--- config.mk ---
export PLATFORM = sky130hd
export DESIGN_NAME = aes_uart_ctrl_flat
export DESIGN_NICKNAME = d
export VERILOG_FILES = /design/src/rtl/aes_uart_pkg.sv /design/src/rtl/aes_uart_ctrl_if.sv /design/src/rtl/aes_uart_txser.sv /design/src/rtl/aes_uart_ctrl.sv /design/src/flat_wrapper.sv
export SDC_FILE = /design/constraint.sdc
export NUM_CORES = 1
export LEC_CHECK = 0
export CORE_MARGIN = 2
export CORE_UTILIZATION = 48
export CTS_CLUSTER_SIZE = 30
export DETAILED_ROUTE_END_ITERATION = 10
export PLACE_DENSITY = 0.79
export SLEW_MARGIN = 20
export SYNTH_ARGS = -nofsm -noshare
export SYNTH_HDL_FRONTEND = slang
export SYNTH_SLANG_ARGS = --single-unit
export TNS_END_PERCENT = 5
--- constraint.sdc ---
create_clock -name clk -period 4.3 [get_ports clk]
set_clock_uncertainty 0.05 [all_clocks]
set_input_delay 1.29 -clock clk [delete_from_list [all_inputs] [get_ports clk]]
set_output_delay 1.29 -clock clk [all_outputs]
set_load 0.02 [all_outputs]
--- src/rtl/aes_uart_pkg.sv ---
// Shared command codes, block size and controller state encoding for the AES-over-UART path.
package aes_uart_pkg;

    localparam logic [7:0] CMD_KEY = 8'h4B;
    localparam logic [7:0] CMD_ENC = 8'h45;
    localparam logic [7:0] RSP_ACK = 8'h06;
    localparam logic [7:0] RSP_NAK = 8'h3F;

    localparam int BLOCK_BYTES = 16;

    typedef enum logic [2:0] {
        IDLE      = 3'd0,
        RX_KEY    = 3'd1,
        RX_BLK    = 3'd2,
        AES_START = 3'd3,
        AES_WAIT  = 3'd4,
        TX_LOAD   = 3'd5,
        TX_GAP    = 3'd6,
        TX_WAIT   = 3'd7
    } ctrl_state_t;

    // Single-byte responses go out MSB-first from the same 128-bit shifter as a ciphertext.
    function automatic logic [127:0] rsp_word(input logic [7:0] code);
        return {code, 120'd0};
    endfunction

endpackage

--- src/rtl/aes_uart_ctrl_if.sv ---
// Byte receiver, AES core and byte transmitter signals seen by the command sequencer.
interface aes_uart_ctrl_if;

    logic [7:0]   rx_data;
    logic         rx_valid;
    logic [127:0] aes_key;
    logic [127:0] aes_block_in;
    logic         aes_start;
    logic         aes_done;
    logic [127:0] aes_block_out;
    logic [7:0]   tx_data;
    logic         tx_start;
    logic         tx_busy;
    logic         busy;
    logic         err_timeout;
    logic         rx_overrun;

    modport master (
        input  rx_data, rx_valid, aes_done, aes_block_out, tx_busy,
        output aes_key, aes_block_in, aes_start, tx_data, tx_start, busy, err_timeout, rx_overrun
    );

    modport slave (
        output rx_data, rx_valid, aes_done, aes_block_out, tx_busy,
        input  aes_key, aes_block_in, aes_start, tx_data, tx_start, busy, err_timeout, rx_overrun
    );

endinterface

--- src/rtl/aes_uart_txser.sv ---
// Response serialiser: sends 1 or 16 bytes MSB-first, one tx_start per byte, pacing on tx_busy.
module aes_uart_txser
    import aes_uart_pkg::*;
(
    input  logic         clk,
    input  logic         rst,
    input  logic         load,
    input  logic [4:0]   len,
    input  logic [127:0] data,
    input  logic         tx_busy,
    output logic [7:0]   tx_data,
    output logic         tx_start,
    output logic         done
);

    ctrl_state_t  phase;
    logic [127:0] shreg;
    logic [4:0]   remaining;

    assign tx_data  = shreg[127:120];
    assign tx_start = (phase == TX_LOAD) && !tx_busy;
    assign done     = (phase == TX_WAIT) && !tx_busy && (remaining == 5'd1);

    // TX_GAP gives the transmitter one cycle to raise tx_busy after tx_start.
    always_ff @(posedge clk) begin
        if (rst) begin
            phase     <= IDLE;
            shreg     <= '0;
            remaining <= '0;
        end else if (load) begin
            phase     <= TX_LOAD;
            shreg     <= data;
            remaining <= len;
        end else begin
            case (phase)
                TX_LOAD: if (!tx_busy) phase <= TX_GAP;
                TX_GAP:  phase <= TX_WAIT;
                TX_WAIT: begin
                    if (!tx_busy) begin
                        remaining <= remaining - 5'd1;
                        if (remaining == 5'd1) begin
                            phase <= IDLE;
                        end else begin
                            shreg <= {shreg[119:0], 8'h00};
                            phase <= TX_LOAD;
                        end
                    end
                end
                default: phase <= IDLE;
            endcase
        end
    end

endmodule

--- src/rtl/aes_uart_ctrl.sv ---
// Command sequencer: parses UART key/encrypt frames, runs the AES core and returns ACK/NAK or ciphertext.
//
// state     | meaning
// IDLE      | waiting for a command byte
// RX_KEY    | collecting 16 key bytes
// RX_BLK    | collecting 16 plaintext bytes
// AES_START | aes_start high for this one cycle
// AES_WAIT  | waiting for aes_done
// TX_LOAD   | response in flight; aes_uart_txser walks TX_LOAD/TX_GAP/TX_WAIT
module aes_uart_ctrl
    import aes_uart_pkg::*;
#(
    parameter int TIMEOUT_CYCLES = 17360
) (
    input logic            clk,
    input logic            rst,
    aes_uart_ctrl_if.master bus
);

    localparam int TMR_W = $clog2(TIMEOUT_CYCLES);
    localparam logic [TMR_W-1:0] TMR_LAST = TMR_W'(TIMEOUT_CYCLES - 1);

    ctrl_state_t      state;
    logic             key_loaded;
    logic [3:0]       byte_cnt;
    logic [TMR_W-1:0] tmr;
    logic [119:0]     rx_shift;
    logic             last_byte;
    logic             tx_load;
    logic [4:0]       tx_len;
    logic [127:0]     tx_word;
    logic             tx_done;

    assign last_byte     = (byte_cnt == 4'(BLOCK_BYTES - 1));
    assign bus.busy      = (state != IDLE);
    assign bus.aes_start = (state == AES_START);

    always_comb begin
        tx_load = 1'b0;
        tx_len  = 5'd1;
        tx_word = rsp_word(RSP_NAK);
        case (state)
            IDLE: begin
                if (bus.rx_valid && bus.rx_data != CMD_KEY &&
                    !(bus.rx_data == CMD_ENC && key_loaded))
                    tx_load = 1'b1;
            end
            RX_KEY: begin
                if (bus.rx_valid && last_byte) begin
                    tx_load = 1'b1;
                    tx_word = rsp_word(RSP_ACK);
                end
            end
            AES_WAIT: begin
                if (bus.aes_done) begin
                    tx_load = 1'b1;
                    tx_len  = 5'd16;
                    tx_word = bus.aes_block_out;
                end
            end
            default: ;
        endcase
    end

    always_ff @(posedge clk) begin
        if (rst) begin
            state            <= IDLE;
            key_loaded       <= 1'b0;
            byte_cnt         <= '0;
            tmr              <= '0;
            rx_shift         <= '0;
            bus.aes_key      <= '0;
            bus.aes_block_in <= '0;
            bus.err_timeout  <= 1'b0;
            bus.rx_overrun   <= 1'b0;
        end else begin
            bus.err_timeout <= 1'b0;
            bus.rx_overrun  <= 1'b0;
            case (state)
                IDLE: begin
                    byte_cnt <= '0;
                    tmr      <= '0;
                    if (bus.rx_valid) begin
                        if (bus.rx_data == CMD_KEY)
                            state <= RX_KEY;
                        else if (bus.rx_data == CMD_ENC && key_loaded)
                            state <= RX_BLK;
                        else
                            state <= TX_LOAD;
                    end
                end
                RX_KEY, RX_BLK: begin
                    // A byte arriving on the terminal-count cycle beats the timeout.
                    if (bus.rx_valid) begin
                        tmr      <= '0;
                        rx_shift <= {rx_shift[111:0], bus.rx_data};
                        byte_cnt <= byte_cnt + 4'd1;
                        if (last_byte) begin
                            if (state == RX_KEY) begin
                                bus.aes_key <= {rx_shift, bus.rx_data};
                                key_loaded  <= 1'b1;
                                state       <= TX_LOAD;
                            end else begin
                                bus.aes_block_in <= {rx_shift, bus.rx_data};
                                state            <= AES_START;
                            end
                        end
                    end else if (tmr == TMR_LAST) begin
                        bus.err_timeout <= 1'b1;
                        state           <= IDLE;
                    end else begin
                        tmr <= tmr + TMR_W'(1);
                    end
                end
                AES_START: state <= AES_WAIT;
                AES_WAIT:  if (bus.aes_done) state <= TX_LOAD;
                TX_LOAD:   if (tx_done) state <= IDLE;
                default:   state <= IDLE;
            endcase
            if (bus.rx_valid && !(state inside {IDLE, RX_KEY, RX_BLK}))
                bus.rx_overrun <= 1'b1;
        end
    end

    aes_uart_txser u_txser (
        .clk      (clk),
        .rst      (rst),
        .load     (tx_load),
        .len      (tx_len),
        .data     (tx_word),
        .tx_busy  (bus.tx_busy),
        .tx_data  (bus.tx_data),
        .tx_start (bus.tx_start),
        .done     (tx_done)
    );

endmodule

--- src/flat_wrapper.sv ---
// flat-port wrapper written by rule: the top's interface ports become plain ports
module aes_uart_ctrl_flat import aes_uart_pkg::*;
#(
    parameter int TIMEOUT_CYCLES = 17360
)
  (clk, rst, bus_rx_data, bus_rx_valid, bus_aes_done, bus_aes_block_out, bus_tx_busy, bus_aes_key, bus_aes_block_in, bus_aes_start, bus_tx_data, bus_tx_start, bus_busy, bus_err_timeout, bus_rx_overrun);
  aes_uart_ctrl_if bus_i ();
  input logic clk;
  input logic rst;
  input wire logic [$bits(bus_i.rx_data)-1:0] bus_rx_data;
  input wire logic [$bits(bus_i.rx_valid)-1:0] bus_rx_valid;
  input wire logic [$bits(bus_i.aes_done)-1:0] bus_aes_done;
  input wire logic [$bits(bus_i.aes_block_out)-1:0] bus_aes_block_out;
  input wire logic [$bits(bus_i.tx_busy)-1:0] bus_tx_busy;
  output wire logic [$bits(bus_i.aes_key)-1:0] bus_aes_key;
  output wire logic [$bits(bus_i.aes_block_in)-1:0] bus_aes_block_in;
  output wire logic [$bits(bus_i.aes_start)-1:0] bus_aes_start;
  output wire logic [$bits(bus_i.tx_data)-1:0] bus_tx_data;
  output wire logic [$bits(bus_i.tx_start)-1:0] bus_tx_start;
  output wire logic [$bits(bus_i.busy)-1:0] bus_busy;
  output wire logic [$bits(bus_i.err_timeout)-1:0] bus_err_timeout;
  output wire logic [$bits(bus_i.rx_overrun)-1:0] bus_rx_overrun;
  assign bus_i.rx_data = bus_rx_data;
  assign bus_i.rx_valid = bus_rx_valid;
  assign bus_i.aes_done = bus_aes_done;
  assign bus_i.aes_block_out = bus_aes_block_out;
  assign bus_i.tx_busy = bus_tx_busy;
  assign bus_aes_key = bus_i.aes_key;
  assign bus_aes_block_in = bus_i.aes_block_in;
  assign bus_aes_start = bus_i.aes_start;
  assign bus_tx_data = bus_i.tx_data;
  assign bus_tx_start = bus_i.tx_start;
  assign bus_busy = bus_i.busy;
  assign bus_err_timeout = bus_i.err_timeout;
  assign bus_rx_overrun = bus_i.rx_overrun;
  aes_uart_ctrl #(.TIMEOUT_CYCLES(TIMEOUT_CYCLES)) u_core (.clk(clk), .rst(rst), .bus(bus_i));
endmodule
==> flow_summary_export.csv, run 1 <==
group,metric,value,unit
routing,drc_errors,0,
global_routing,antenna_found_initial,1,
setup_path,cp-end-kind,"primary output",
timing,fmax,242,MHz
setup_path,path_cells,"clkdlybuf4s50_1 > nor2b_1 > nand2_1 > nor2_1 > clkdlybuf4s50_1",
yosys,ys_seq_area_share,53.1,%
clock_network,cts_setup_buffers,0,
yosys,synthFlopType,"dfxtp_1",
global_routing,grt-ovfl-total,0,
placement,gp_congestion,0.871,
floorplanning,die_h,209,um
floorplanning,die_x,209,um
run_status,status,"completed",
yosys,ys_ff_latch,537,
yosys,ys_types,56,
final_layout,nets,2986,
timing,worst_slew_pin_slew,0.868,ns
routing,wl_per_cell,18.1,um
yosys,syn-num-nets,2710,
floorplanning,ios,410,
yosys,syn_area,20200,um^2
timing,tns,0,ns
setup_path,cp_num_buf_inv,2,
global_routing,grtUsageTotal,27.4,%
floorplanning,design.core.area,41800,um^2
yosys,synth_common_cells,"nand2_1 (881), dfxtp_1 (537), a21oi_1 (396)",
yosys,synthArstFlopShare,0,%
clock_network,cts_buffers,55,
routing,drt_iter0_drc,1642,
setup_path,start_kind,"input port",
timing,grt_setup_unrepaired,"no",
global_routing,grt_pass1_wl,97800,um
timing,hold_viol,0,
final_layout,drive_above_1_share,4.48,%
final_layout,final.fill_count,3422,
clock_network,clockRootBuffer,"clkbuf_16",
setup_path,crit_slowest_cell,"clkdlybuf4s50_1",
timing,finalCriticalPeriod,4.13,ns
clock_network,cts_max_path_buffers,3,
timing,setup_violations,0,
routing,vias,19075,
yosys,synth_edf_count,0,
clock_network,worstSkewPairLatency,0.61,ns
placement,io_buffers,409,
timing,slew_viol_final,0,
routing,viasPerCell,5.58,
floorplanning,dieArea,43800,um^2
final_layout,seq_area,10800,um^2
power_and_ir_drop,peakVddDrop,352,uV
yosys,avgSynthCellArea,7.89,um^2
timing,relSlewSlack,42.2,%
routing,ant_nets,0,
flow_run,cap_violations,0,
final_layout,final_core_util,63.3,%
setup_path,crit_fanout,3,
floorplanning,start_util,48.5,%
floorplanning,rows,75,
min_path,hp-class,"flop to flop",
setup_path,crit_arrival,2.79,ns
clock_network,cts.reportedPaths.clkPinSlew,0.06,ns
final_layout,multi_input_area,8190,um^2
power_and_ir_drop,cellPowerDensity,483,nW/um^2
yosys,synth_top_area_share,53.1,%
global_routing,grt_max_degree,171,
setup_path,critical_path.top_delay_family,"buffers and inverters",
yosys,syn_inst,2565,
setup_path,crit_required,2.96,ns
clock_network,clock-sinks,537,
final_layout,synthToLayoutAreaGrowth,30.5,%
setup_path,slowest_delay,0.62,ns
global_routing,grt_pass1_vias,18350,
yosys,yosysMostFrequentCell,"nand2_1",
clock_network,cts_resized,0,
clock_network,htreeDepth,2,
routing,drtPass1Iterations,5,
routing,finalWirelength,62000,um
yosys,yosysTopAreaCell,"dfxtp_1",
yosys,yosysWarnings,0,
setup_path,critPathMostFrequentCell,"clkdlybuf4s50_1",
setup_path,criticalPathCategory,"input port to primary output",
timing,finalCritPeriodShare,96.0,%
clock_network,cts_hold_buf,0,
yosys,synth_area_leaders,"dfxtp_1 (53%), nand2_1 (16%), a21oi_1 (9.8%)",
placement,dp_hpwl,39700,um
power_and_ir_drop,power.leakage,8.65,nW
clock_network,cts_tree,"built",
where the power goes:
part           internal (mW)  switching (mW)
registers               5.40           0.268
logic                  0.772            1.24
clock network           3.08            1.99
total                   9.25            3.50
worst register-to-register path: stages (launching register included):
cell and delay (ns):
dfxtp_1 0.71, inv_1 0.34, and2_1 0.27, a211oi_4 0.32, buf_4 0.47, o21ai_0 0.19
a221oi_1 0.35
registers in the layout, indices dropped and copies added, names as in the netlist:
name,cells
u_core.bus.rx_overrun,1
u_core.u_txser.remaining,5
u_core.rx_shift,120
u_core.bus.aes_key,128
u_core.bus.aes_block_in,128
u_core.state,3
u_core.u_txser.shreg,128
u_core.u_txser.phase,3
u_core.bus.err_timeout,1
u_core.key_loaded,1
u_core.byte_cnt,4
u_core.tmr,15
final cells by class:
cell class	instances	area share [%]
antenna	1	0.00947
clock buffer	75	5.91
clock inverter	22	1.36
inverter	120	1.71
multi-input combinational	1695	31.0
sequential	537	40.7
tap	539	2.55
timing repair buffer	432	16.8
per-stage QoR:
| step | cells | hold slack (ns) | cell area, um^2 | power, mW | setup WS, ns |
|---|---|---|---|---|---|
| detailed placement | 3323 | 0.397 | 24500 | 7.75 | 0.187 |
| global route | 3420 | 0.421 | 26400 | 13.3 | 0.110 |
| CTS | 3420 | 0.405 | 26400 | 12.8 | 0.177 |
| global placement | 3323 | 0.392 | 24500 | 7.66 | 0.180 |
| finish | 3421 | 0.403 | 26400 | 12.7 | 0.172 |
| floorplan | 2565 | 0.386 | 20200 | 7.16 | 1.17 |
cells in the final DEF (no fill, tap or decap), types with 4 or more instances in the layout:
cell,count
and3_1,5
xor2_1,5
nor3_1,12
nand4_1,7
buf_12,13
clkbuf_8,11
clkbuf_1,9
nand2b_1,10
buf_4,10
nand3_1,9
nand2_1,881
nor2b_1,5
xnor2_1,9
o21ai_0,130
a21oi_1,396
or3_1,4
a211oi_1,6
nand3b_1,11
dfxtp_1,537
inv_1,120
bufinv_16,9
clkdlybuf4s50_1,408
clkinv_2,6
a221oi_1,118
clkbuf_16,55
ha_1,4
nor2_1,33
inv_6,5
per-layer routing:
layer | part of all wire [%] | track usage, % | up-vias
li1 | - | - | 9056
met1 | 41 | 34.6 | 9090
met2 | 46 | 43.9 | 795
met3 | 9.3 | 8.05 | 134
met4 | 4.0 | 11.6 | 0
met5 | 0 | 0 | -
cell families after synthesis:
| logic type | Yosys count | share of synthesized area, % |
|---|---|---|
| AOI/OAI and AO/OA | 675 | 19.5 |
| buffers and inverters | 333 | 6.72 |
| muxes | 1 | 0.0556 |
| and+or+nand+nor | 1001 | 19.8 |
| xor gates and xnor gates | 14 | 0.606 |
| DFF | 537 | 53.1 |
| adders and majority gates | 4 | 0.247 |
path summary, 6_finish.rpt:
kind,from,slack (ns),cells past startpoint,to
worst max register to register,u_core.state[1],1.48,6,u_core.u_txser.shreg[82]
worst max-delay path,bus_tx_busy,0.17,5,bus_tx_start
worst min register to register,u_core.bus.aes_key[92],0.40,2,u_core.bus.aes_key[92]
worst min-delay path,u_core.bus.aes_key[92],0.40,2,u_core.bus.aes_key[92]
Note: power is estimated with default switching activity, not from simulation.
==> inputs of run 2 (changes only) <==
CTS_CLUSTER_DIAMETER = 100   (was default)
==> flow_summary_export.csv, run 2 (synthesis results as in run 1) <==
group,metric,value,unit
global_routing,grt_pass1_wl,95300,um
final_layout,layout_common_cells,"nand2_1 (881), dfxtp_1 (537), clkdlybuf4s50_1 (408)",
floorplanning,design.core.area,41800,um^2
routing,drt_iter0_drc,1759,
power_and_ir_drop,cellPowerDensity,406,nW/um^2
timing,setup_violations,0,
floorplanning,rows,75,
clock_network,clock-sinks,537,
setup_path,r2r_cells,6,
power_and_ir_drop,peakVddDrop,324,uV
final_layout,synthToLayoutAreaGrowth,24.0,%
setup_path,start_kind,"input port",
clock_network,worstSkewPairLatency,0.57,ns
floorplanning,dieArea,43800,um^2
min_path,hp-class,"flop to flop",
routing,vias,18721,
power_and_ir_drop,power.leakage,8.01,nW
routing,drtPass1Iterations,6,
timing,hold_viol,0,
setup_path,ff2ff_setup_slack,1.50,ns
floorplanning,ios,410,
floorplanning,die_h,209,um
setup_path,criticalPathCategory,"input port to primary output",
global_routing,grt_max_degree,171,
clock_network,cts_resized,0,
floorplanning,start_util,48.5,%
placement,io_buffers,409,
setup_path,crit_arrival,2.80,ns
min_path,hp-start,"u_core.bus.aes_key[29]",
timing,relSlewSlack,42.6,%
global_routing,grtUsageTotal,26.4,%
clock_network,cts_buffers,22,
clock_network,cts_hold_buf,0,
min_path,hold_path_depth,2,
routing,drc_errors,0,
final_layout,mostFrequentLayoutCell,"nand2_1",
routing,finalWirelength,60100,um
clock_network,cts_tree,"built",
clock_network,htreeDepth,1,
run_status,status,"completed",
timing,holdWs,0.409,ns
timing,grt_setup_unrepaired,"no",
power_and_ir_drop,p_total,10.2,mW
final_layout,final_core_util,60.1,%
routing,ant_nets,0,
final_layout,nets,2953,
min_path,hold_end,"u_core.bus.aes_key[29]",
final_layout,drive_above_1_share,2.35,%
timing,finalCritPeriodShare,96.2,%
clock_network,cts_max_path_buffers,3,
final_layout,top_regs,"u_core.bus.aes_block_in x128, u_core.bus.aes_key x128, u_core.u_txser.shreg x128",
clock_network,cts_setup_buffers,0,
clock_network,clockRootBuffer,"clkbuf_16",
final_layout,final.fill_count,3603,
placement,dp_hpwl,39700,um
global_routing,grt-ovfl-total,0,
setup_path,r2r-end,"u_core.u_txser.shreg[82]",
setup_path,cp-end-kind,"primary output",
setup_path,crit_fanout,3,
setup_path,r2r-start,"u_core.state[1]",
timing,tns,0,ns
global_routing,grt_pass1_vias,17819,
routing,wl_per_cell,17.9,um
timing,fmax,242,MHz
timing,worst_slew_pin_slew,0.861,ns
flow_run,cap_violations,0,
setup_path,crit_required,2.96,ns
floorplanning,die_x,209,um
timing,finalCriticalPeriod,4.14,ns
clock_network,cts.reportedPaths.clkPinSlew,0.11,ns
routing,viasPerCell,5.59,
global_routing,antenna_found_initial,3,
placement,gp_congestion,0.871,
timing,slew_viol_final,0,
setup_path,cp-startpoint,"bus_tx_busy",
==> run 2: how the worst max path moves through the flow <==
stage	end	cells after the start
5_1_grt	bus_tx_start	5
6_report	bus_tx_start	5
3_5_place_dp	bus_tx_start	5
2_1_floorplan	bus_tx_start	3
4_1_cts	bus_tx_start	5
3_3_place_gp	bus_tx_start	5
==> run 2: routing by layer <==
metal  up-vias  wire, um  global-route usage (%)
li1       8939         -                       -
met1      8948     25000                    34.7
met2       722     27700                    42.8
met3       110      5260                    6.88
met4         2      2070                    8.42
met5         -        13                       0
==> run 2: report_power, final <==
part	leakage (nW)	internal (mW)	switching [mW]
registers	4.35	5.40	0.265
logic	3.36	0.773	1.23
clock network	0.301	0.989	1.55
==> run 2: cell type report <==
cell class | instances | area (um^2) | share of cell area [%]
Tap cell | 539 | 674 | 2.69
Sequential cell | 537 | 10800 | 42.8
Clock buffer | 23 | 576 | 2.29
Inverter | 120 | 450 | 1.79
Antenna cell | 2 | 5.00 | 0.0199
Clock inverter | 2 | 36.3 | 0.144
Timing Repair Buffer | 432 | 4430 | 17.7
Multi-Input combinational cell | 1695 | 8190 | 32.6
==> run 2: critical path: stages <==
cell and delay [ns]:
clkdlybuf4s50_1 0.45, nor2b_1 0.21, nand2_1 0.10, nor2_1 0.13, clkdlybuf4s50_1 0.62
==> run 2: through the flow <==
step           cell area, um^2  std cells  setup WS, ns
6_report                 25100       3350         0.163
4_1_cts                  25100       3348         0.177
3_3_place_gp             24500       3323         0.180
5_1_grt                  25100       3349         0.110
2_1_floorplan            20200       2565          1.17
3_5_place_dp             24500       3323         0.187
